`src/rtl/tx_ser_ctrl_xxpad.sv`:
```
// Per-pad transmit serializer and mode sequencer ahead of the pad driver-enable logic.
// Emits a low preamble, then shifts parallel words out LSB-first. It also offers an
// asynchronous bypass path.
module tx_ser_ctrl_xxpad #(
   parameter int unsigned SER_W   = 4,
   parameter int unsigned PRE_CYC = 8
) (
   input  logic             clk,
   input  logic             rst_n,
   input  logic             tx_req,
   input  logic             sdr_mode_en,
   input  logic             async_en,
   input  logic             async_data,
   input  logic [SER_W-1:0] word_data,
   input  logic             word_valid,
   output logic             word_ready,
   output logic             data,
   output logic             tx_en,
   output logic             tx_async_en,
   output logic             busy,
   output logic             underrun
);

   localparam int unsigned CNT_W  = 8;
   localparam int unsigned BIDX_W = (SER_W > 2) ? $clog2(SER_W) : 1;

   typedef enum logic [1:0] {
      ST_IDLE  = 2'd0,
      ST_PRE   = 2'd1,
      ST_RUN   = 2'd2,
      ST_ASYNC = 2'd3
   } state_t;

   state_t              state_q, state_nxt;
   logic [CNT_W-1:0]    pre_cnt_q, pre_cnt_nxt;
   logic                hold2_q, hold2_nxt;
   logic                hcnt_q, hcnt_nxt;
   logic [BIDX_W-1:0]   bidx_q, bidx_nxt;
   logic [SER_W-1:0]    shreg_q, shreg_nxt;
   logic                data_nxt, tx_en_nxt, tx_async_en_nxt, underrun_nxt;

   logic                pre_done_c;
   logic                bit_end_c;
   logic                last_slot_c;

   // Slot decode: end of preamble, end of a bit period, and the final bit of a word.
   always_comb begin
      pre_done_c  = (state_q == ST_PRE) && (pre_cnt_q == '0);
      bit_end_c   = (state_q == ST_RUN) && (hold2_q ? hcnt_q : 1'b1);
      last_slot_c = bit_end_c && (bidx_q == BIDX_W'(SER_W - 1));
   end

   // State register.
   always_ff @(posedge clk or negedge rst_n) begin
      if (!rst_n) begin
         state_q <= ST_IDLE;
      end else begin
         state_q <= state_nxt;
      end
   end

   // Next-state logic; async bypass wins over a serial request in IDLE.
   always_comb begin
      state_nxt = state_q;
      unique case (state_q)
         ST_IDLE: begin
            if (async_en) begin
               state_nxt = ST_ASYNC;
            end else if (tx_req) begin
               state_nxt = ST_PRE;
            end
         end
         ST_PRE: begin
            if (pre_done_c) begin
               state_nxt = ST_RUN;
            end
         end
         ST_RUN: begin
            if (last_slot_c && !tx_req) begin
               state_nxt = ST_IDLE;
            end
         end
         ST_ASYNC: begin
            if (!async_en) begin
               state_nxt = ST_IDLE;
            end
         end
         default: state_nxt = ST_IDLE;
      endcase
   end

   // Output and datapath next values; registered outputs follow the next state.
   always_comb begin
      word_ready      = pre_done_c || (last_slot_c && tx_req);
      busy            = (state_q != ST_IDLE);
      pre_cnt_nxt     = pre_cnt_q;
      hold2_nxt       = hold2_q;
      hcnt_nxt        = hcnt_q;
      bidx_nxt        = bidx_q;
      shreg_nxt       = shreg_q;
      underrun_nxt    = word_ready && !word_valid;

      // Mode strap and preamble length are captured only when leaving IDLE for PRE.
      if ((state_q == ST_IDLE) && !async_en && tx_req) begin
         pre_cnt_nxt = CNT_W'(PRE_CYC - 1);
         hold2_nxt   = sdr_mode_en;
      end else if ((state_q == ST_PRE) && !pre_done_c) begin
         pre_cnt_nxt = pre_cnt_q - CNT_W'(1);
      end

      if (word_ready) begin
         shreg_nxt = word_valid ? word_data : '0;
         bidx_nxt  = '0;
         hcnt_nxt  = 1'b0;
      end else if (last_slot_c) begin
         bidx_nxt  = '0;
         hcnt_nxt  = 1'b0;
      end else if (bit_end_c) begin
         shreg_nxt = shreg_q >> 1;
         bidx_nxt  = bidx_q + BIDX_W'(1);
         hcnt_nxt  = 1'b0;
      end else if (state_q == ST_RUN) begin
         hcnt_nxt  = 1'b1;
      end

      tx_en_nxt       = (state_nxt == ST_PRE) || (state_nxt == ST_RUN);
      tx_async_en_nxt = (state_nxt == ST_ASYNC);
      unique case (state_nxt)
         ST_RUN:   data_nxt = shreg_nxt[0];
         ST_ASYNC: data_nxt = async_data;
         default:  data_nxt = 1'b0;
      endcase
   end

   // Datapath and registered pad-side outputs.
   always_ff @(posedge clk or negedge rst_n) begin
      if (!rst_n) begin
         pre_cnt_q   <= '0;
         hold2_q     <= 1'b0;
         hcnt_q      <= 1'b0;
         bidx_q      <= '0;
         shreg_q     <= '0;
         data        <= 1'b0;
         tx_en       <= 1'b0;
         tx_async_en <= 1'b0;
         underrun    <= 1'b0;
      end else begin
         pre_cnt_q   <= pre_cnt_nxt;
         hold2_q     <= hold2_nxt;
         hcnt_q      <= hcnt_nxt;
         bidx_q      <= bidx_nxt;
         shreg_q     <= shreg_nxt;
         data        <= data_nxt;
         tx_en       <= tx_en_nxt;
         tx_async_en <= tx_async_en_nxt;
         underrun    <= underrun_nxt;
      end
   end

endmodule

```
`config.mk`:
```
export PLATFORM = sky130hd
export DESIGN_NAME = tx_ser_ctrl_xxpad
export DESIGN_NICKNAME = d
export VERILOG_FILES = /design/src/rtl/tx_ser_ctrl_xxpad.sv
export SDC_FILE = /design/constraint.sdc
export NUM_CORES = 1
export LEC_CHECK = 0
export ABC_AREA = 1
export CORE_UTILIZATION = 47
export CTS_BUF_LIST = sky130_fd_sc_hd__clkbuf_16
export DETAILED_ROUTE_END_ITERATION = 6
export HOLD_SLACK_MARGIN = 0.06
export PLACE_DENSITY_LB_ADDON = 0.15
export SETUP_SLACK_MARGIN = 0.05
export SYNTH_ARGS = -nofsm -noshare
export SYNTH_HDL_FRONTEND = slang
export SYNTH_SLANG_ARGS = --single-unit
export TNS_END_PERCENT = 5
```
`constraint.sdc`:
```
create_clock -name clk -period 3.25 [get_ports clk]
set_input_delay 0.975 -clock clk [delete_from_list [all_inputs] [get_ports clk]]
set_output_delay 0.975 -clock clk [all_outputs]
set_load 0.02 [all_outputs]
```
==> results of run 1 <==
-- registers in the layout, summed over array words and instances, names as in the netlist --
register,flops
hcnt_q,1
state_q,2
tx_en,1
bidx_q,2
shreg_q,4
data,1
pre_cnt_q,8
underrun,1
tx_async_en,1
hold2_q,1
-- layout by cell type (no fill, tap or decap), drive strengths merged, types with 3 or more instances in the layout --
master         synthesis  final
buf                    0      3
nand2                 38     38
dfrtp                 22     22
nand3                 21     21
a21oi                  3      3
o21ai                 14     14
inv                   23     23
clkbuf                 0      3
nand4                  3      3
clkdlybuf4s50          0     15
ha                     5      5
nor2                  12     12
-- cell usage after synthesis --
| cell type | n |
|---|---|
| inv_2 | 5 |
| nand3_2 | 1 |
| and2_1 | 1 |
| nor2_1 | 9 |
| ha_1 | 5 |
| nor2_2 | 2 |
| o21bai_1 | 1 |
| nor3_1 | 1 |
| nand4_1 | 3 |
| nand2_2 | 4 |
| nand3_1 | 20 |
| xor2_1 | 1 |
| o21ai_0 | 11 |
| o21ai_1 | 3 |
| nand2_1 | 33 |
| nor2_4 | 1 |
| a21oi_1 | 3 |
| inv_1 | 18 |
| dfrtp_1 | 22 |
| nand2_4 | 1 |
-- report_power, final --
part	total (µW)	internal (µW)	leakage [µW]	switching, µW
clock network	262	164	0.0000385	97.3
registers	462	394	0.000276	68.9
logic	619	235	0.000408	384
-- layout make-up --
type / count / area share [%]
Clock buffer: 3 / 5.164
Clock inverter: 1 / 0.2582
Inverter: 23 / 5.938
Multi-Input combinational cell: 100 / 35.89
Sequential cell: 22 / 37.87
Tap cell: 28 / 2.410
Timing Repair Buffer: 19 / 12.48
-- through the flow --
stage,hold WS [ns],setup slack [ns],cells,TNS [ns]
CTS,0.4967,0.2321,196,0
finish,0.4861,0.2344,196,0
global route,0.5320,0.1783,196,0
detailed placement,0.4785,-0.02467,192,-0.02467
floorplan,0.4492,0.9706,145,0
global placement,0.4733,-0.03378,192,-0.03378
-- path summary, 6_finish.rpt --
kind                                     startpoint                       end  slack (ns)  depth (start not counted)
setup / recovery                             tx_req                word_ready        0.23                          4
hold / removal                  hold2_q$_DFFE_PN0P_       hold2_q$_DFFE_PN0P_        0.49                          2
hold reg to reg                 hold2_q$_DFFE_PN0P_       hold2_q$_DFFE_PN0P_        0.49                          2
setup reg to reg           pre_cnt_q[0]$_DFFE_PN0P_            data$_DFF_PN0_        1.38                         11
max in group asynchronous                     rst_n      state_q[1]$_DFF_PN0_        1.97                          2
min in group asynchronous                     rst_n  pre_cnt_q[4]$_DFFE_PN0P_        1.06                          2
-- kinds of logic (layout without fill, tap and decap cells) --
group,Yosys count,count (layout),share of synthesized area [%]
flops,22,22,47.52
fa+ha+maj,5,5,5.400
compound gates,18,18,7.991
buf+inv,23,46,7.451
simple gates,76,76,30.89
xor+xnor,1,1,0.7561
-- repair_timing --
| item | CTS | global route |
|---|---|---|
| endpoints found under the setup margin | 1 | 0 |
| endpoints found under the hold margin | 0 | 0 |
| resized for setup | 1 | 0 |
| hold buffers | 0 | 0 |
-- worst max-delay path, cell delays in order --
cell and delay [ns]:
clkdlybuf4s50_1 0.49, nand4_1 0.14, nand2_2 0.11, dlygate4sd2_1 0.33
-- metal layers --
metal / routed length [µm] / vias up
met4: 38 / 0
met1: 969 / 458
met3: 60 / 4
met5: 0 / -
met2: 1170 / 14
li1: - / 515
==> impl_results.rst, run 1 <==
.. list-table::
   :header-rows: 1

   * - Metric
     - Value
   * - Final Wtd Congestion
     - 0.8021
   * - Finish-stage setup viols
     - 0
   * - GRT Resource Usage Total
     - 21.35%
   * - Cell accounting for the most synthesized area
     - dfrtp_1
   * - Met2 Track Usage GR
     - 39.83%
   * - Hold Fails Final Rpt
     - 0
   * - Unrepaired setup endpoints after global routing
     - no
   * - Hold WC Path Type
     - flip-flop to flip-flop
   * - Met3 capacity usage during global routing
     - 4.386%
   * - Syn_area_per_cell
     - 7.990 µm²
   * - Sum of routed wire length over all layers
     - 2239 µm
   * - Critical path class
     - input port to output port
   * - Worst-Skew Late Latency
     - 0.25 ns
   * - Initial antenna violation count
     - 0
   * - WL per Instance
     - 11.42 µm
   * - Filler Cell Count
     - 187
   * - CTS H-Tree Depth
     - 1
   * - Number of port buffers
     - 16
   * - Share of final-layout standard cells stronger than drive strength 1
     - 11.90%
   * - Number of iterations in the first detailed-routing pass
     - 4
   * - Leakage power total
     - 0.0007228 µW
   * - Inserted Diodes
     - 0
   * - Root buffer selected by CTS
     - clkbuf_16
   * - Ratio of routed vias to standard cells
     - 5.056
   * - Count of mapped cells out of synthesis
     - 145
   * - Antenna viol nets, final
     - 0
   * - Std-Cell Core Area
     - 2276 µm²
   * - Slew Viols, Final
     - 0
   * - Die Footprint
     - 2668 µm²
   * - Clock transition time at the flip-flop clock pins of the worst setup and hold paths
     - 0.06 ns
   * - Overflow after GRT
     - 0
   * - Normalized max-slew margin
     - 79.75%
   * - Layout Skew
     - 0.003275 ns
   * - Critical Path End Type
     - output port
   * - Row count
     - 17
   * - Design Area, Final
     - 1454 µm²
   * - Utilization after layout
     - 63.88%
   * - Number of DRC markers in iteration 0
     - 11
   * - Final net count
     - 185
   * - Die Ht
     - 51.65 µm
   * - Peak clock frequency supported by timing
     - 331.6 MHz
   * - Worst-path fanout max
     - 2
   * - Ranking of synthesized cells by area
     - dfrtp_1 (48%), nand2_1 (11%), nand3_1 (8.6%)
   * - Final Power
     - 1343 µW
   * - # IOs
     - 17
   * - Synthesized flop and latch total
     - 22
   * - Via count of the first global-routing pass
     - 998
   * - Seq/Total Area, Yosys
     - 47.52%
   * - Syn Nets
     - 161
   * - FF/Latch Area
     - 550.5 µm²
   * - Final critical path time including I/O delays and setup
     - 3.016 ns
   * - Clock tree sinks
     - 22
   * - Arrival time at the worst endpoint
     - 2.04 ns
   * - Outcome
     - finished, final reports clean
   * - Area post-placement
     - 1376 µm²
   * - Routing usage on met1
     - 22.47%
   * - Initial core utilization
     - 50.91%
   * - Total number of vias
     - 991
   * - Worst-Margin Slew
     - 0.3038 ns
   * - Synth-to-Final Area Change
     - 25.49%
   * - Critical Path Start Type
     - input port
   * - Power per Cell Area
     - 923.5 nW/µm²
   * - First-pass GRT wire length
     - 4057 µm
   * - Buffer levels on the longest clock path
     - 2
   * - Multi-input gate area in the final layout
     - 521.8 µm²
   * - Highest-utilization routing layer at the global route stage
     - met2
   * - Proportion of netlist area held by the largest area contributor
     - 47.52%
   * - Die width
     - 51.65 µm
   * - TritonCTS clock tree
     - built
   * - Clock buffer count from CTS
     - 3
   * - Synth warnings
     - 0
   * - Number of buffers added for setup after CTS
     - 0
   * - WP data required
     - 2.27 ns
   * - Largest net degree at the start of global routing
     - 23
   * - Cell area after technology mapping
     - 1159 µm²
   * - Unique cell type count in the Yosys netlist
     - 20
   * - Maxcap violations
     - 0
   * - Remaining DRCs
     - 0
   * - Maximum resistive drop on vdd
     - 0.6068 mV
   * - Placed wire-length estimate
     - 1717 µm
   * - Final clock period utilization by the worst path
     - 92.79%
No activity file was read; power rests on OpenSTA's default activity.
==> inputs of run 2 (changes only) <==
GPL_TIMING_DRIVEN = 0   (was not set)
PLACE_DENSITY_LB_ADDON = 0.25   (was 0.15)
==> run 2 against run 1 <==
Global-route usage is 2.5 points lower. Sequential power is 1% higher. Non-clock buffer count is 3 lower. Largest cell class unchanged. Cell area is 1.8% lower.
==> impl_results.rst, run 2 (synthesized netlist as in run 1, its figures left out) <==
.. list-table::
   :header-rows: 1

   * - Metric
     - Value
   * - Outcome
     - finished, final reports clean
   * - Critical Path Start Type
     - input port
   * - Arrival time at the worst endpoint
     - 2.08 ns (+0.04 ns)
   * - Root buffer selected by CTS
     - clkbuf_16
   * - Worst path max stage delay
     - 0.53 ns (+0.04 ns)
   * - Register bank with the most flops
     - pre_cnt_q
   * - GRT Resource Usage Total
     - 18.89% (-2.5 points)
   * - Largest registers
     - pre_cnt_q x8, shreg_q x4
   * - WP data required
     - 2.27 ns (about the same)
   * - Maxcap violations
     - 0 (unchanged)
   * - Normalized max-slew margin
     - 32.95% (-47 points)
   * - Worst path cell trace
     - clkdlybuf4s50_1, nand4_1, nand2_2, clkbuf_2
   * - Hold Fails Final Rpt
     - 0 (unchanged)
   * - Row count
     - 17 (unchanged)
   * - Remaining DRCs
     - 0 (unchanged)
   * - Most frequent cells in the layout
     - nand2_1 (33), dfrtp_1 (22), nand3_1 (20)
   * - Overflow after GRT
     - 0 (unchanged)
   * - Clock transition time at the flip-flop clock pins of the worst setup and hold paths
     - 0.06 ns (about the same)
   * - First-pass GRT wire length
     - 3726 µm (-8.2%)
   * - Initial core utilization
     - 50.91% (unchanged)
   * - Critical path class
     - input port to output port
   * - CTS H-Tree Depth
     - 1 (unchanged)
   * - Final Wtd Congestion
     - 0.7965 (-0.70%)
   * - Via count of the first global-routing pass
     - 934 (-6.4%)
   * - Number of DRC markers in iteration 0
     - 23 (+12)
   * - Final clock period utilization by the worst path
     - 94.00% (+1.2 points)
   * - Slew Viols, Final
     - 0 (unchanged)
   * - Critical Path End Type
     - output port
   * - Worst-Skew Late Latency
     - 0.25 ns (about the same)
   * - Placed wire-length estimate
     - 1706 µm (-0.63%)
   * - CP delay by family, top
     - buffers and inverters
   * - Synth-to-Final Area Change
     - 23.22%
   * - Number of buffers and inverters on the critical path
     - 2 (unchanged)
   * - Crit-path slowest cell
     - clkdlybuf4s50_1
   * - Die Ht
     - 51.65 µm (unchanged)
   * - Power per Cell Area
     - 940.5 nW/µm² (+1.8%)
   * - Hold bufs inserted after CTS
     - 0 (unchanged)
   * - Number of iterations in the first detailed-routing pass
     - 4 (unchanged)
   * - Maximum resistive drop on vdd
     - 0.5797 mV (-4.5%)
   * - Finish-stage setup viols
     - 0 (unchanged)
   * - Worst-Margin Slew
     - 1.003 ns (+0.6988 ns)
   * - Final critical path time including I/O delays and setup
     - 3.055 ns (+0.03941 ns)
   * - Die Footprint
     - 2668 µm² (unchanged)
   * - Die width
     - 51.65 µm (unchanged)
   * - Sum of routed wire length over all layers
     - 2302 µm (+2.8%)
   * - Clock buffer count from CTS
     - 3 (unchanged)
   * - Share of final-layout standard cells stronger than drive strength 1
     - 10.91% (-1.0 points)
   * - # IOs
     - 17 (unchanged)
   * - Initial antenna violation count
     - 0 (unchanged)
   * - Worst-path fanout max
     - 9 (+7)
   * - Std-Cell Core Area
     - 2276 µm² (unchanged)
   * - TritonCTS clock tree
     - built
   * - Clock tree sinks
     - 22 (unchanged)
   * - Leakage power total
     - 0.0007043 µW (-2.6%)
   * - Inserted Diodes
     - 0 (unchanged)
   * - Final Power
     - 1343 µW (unchanged)
   * - Aggregate negative setup slack
     - 0 ns (unchanged)
   * - Largest net degree at the start of global routing
     - 23 (unchanged)
   * - Peak clock frequency supported by timing
     - 327.3 MHz (-1.3%)
   * - Layout Skew
     - 0.002466 ns (-0.0008090 ns)
   * - Ratio of routed vias to standard cells
     - 5.187 (+2.6%)
   * - Max FFs per register
     - 8 (unchanged)
   * - Hold WC Path Type
     - flip-flop to flip-flop
   * - Number of port buffers
     - 16 (unchanged)
   * - Buffer levels on the longest clock path
     - 2 (unchanged)
   * - Final net count
     - 182 (-1.6%)
   * - Antenna viol nets, final
     - 0 (unchanged)
   * - Most frequent standard cell in the layout excluding fill and tap cells
     - nand2_1
   * - Total number of vias
     - 1001 (+1.0%)
   * - Unrepaired setup endpoints after global routing
     - no
   * - WL per Instance
     - 11.93 µm (+4.4%)
==> run 2: changes by cell type in the layout (fill, tap and decap cells not counted), sizes merged <==
cell | previous run | this run
buf | 3 | 0
clkbuf | 3 | 4
dlygate4sd2 | 1 | 0
==> run 2: cell type report <==
cell class | count | area (µm²)
sequential | 22 | 550.5
tap | 28 | 35.03
multi-input combinational | 100 | 521.8
inverter | 23 | 86.33
clock inverter | 1 | 3.754
fill | 207 | 848.3
clock buffer | 3 | 75.07
timing repair buffer | 16 | 155.1
==> run 2: where the power goes <==
| group | internal, µW | leakage, µW | total (µW) | switching (µW) |
|---|---|---|---|---|
| Combinational | 230 | 0.000390 | 619 | 389 |
| Sequential | 394 | 0.000276 | 467 | 73.2 |
| Clock | 164 | 0.0000385 | 257 | 92.7 |
| Total | 788 | 0.000704 | 1340 | 555 |
==> run 2: worst paths after layout <==
path                                     startpoint                        to  slack (ns)  cells past startpoint
max reg2reg                pre_cnt_q[0]$_DFFE_PN0P_            data$_DFF_PN0_        1.39                     11
min in group asynchronous                     rst_n  pre_cnt_q[3]$_DFFE_PN0P_        1.28                      1
min                          shreg_q[3]$_DFFE_PN0P_    shreg_q[2]$_DFFE_PN0P_        0.51                      2
max in group asynchronous                     rst_n  pre_cnt_q[0]$_DFFE_PN0P_        1.36                      1
max                                          tx_req                word_ready        0.20                      4
min reg2reg                  shreg_q[3]$_DFFE_PN0P_    shreg_q[2]$_DFFE_PN0P_        0.51                      2
==> run 2: stage by stage <==
step	util (%)	instance area (µm²)	hold WS, ns	std cells	worst slack (ns)
final	62.73	1428	0.5056	193	0.1950
after CTS	62.89	1431	0.5039	193	0.05371
after floorplan	-	1159	0.4492	145	0.9706
after global placement	59.48	1354	0.4709	189	-0.2035
after detailed placement	59.48	1354	0.4950	189	-0.2165
after global routing	62.73	1428	0.5296	193	0.1749
==> run 2: layer usage <==
| layer | track usage [%] | routed length, µm | share of wire (%) | up-vias |
|---|---|---|---|---|
| met5 | 0 | 0 | 0 | - |
| met4 | 6.306 | 27 | 1.2 | 0 |
| met3 | 4.386 | 72 | 3.1 | 4 |
| met2 | 34.42 | 1204 | 52 | 23 |
| met1 | 21.46 | 998 | 43 | 469 |
| li1 | - | - | - | 505 |
==> run 2: what timing repair did <==
| action | CTS | global route |
|---|---|---|
| gates cloned | 0 | 0 |
| resized for setup | 1 | 2 |
| endpoints found under the setup margin | 1 | 1 |
| pin swaps | 0 | 0 |
| setup buffers | 0 | 0 |
==> run 2: worst min-delay path, cell delays in order, from the launching register on <==
cell and delay, ns:
dfrtp_1 0.34, nand2_1 0.05, nand3_1 0.08
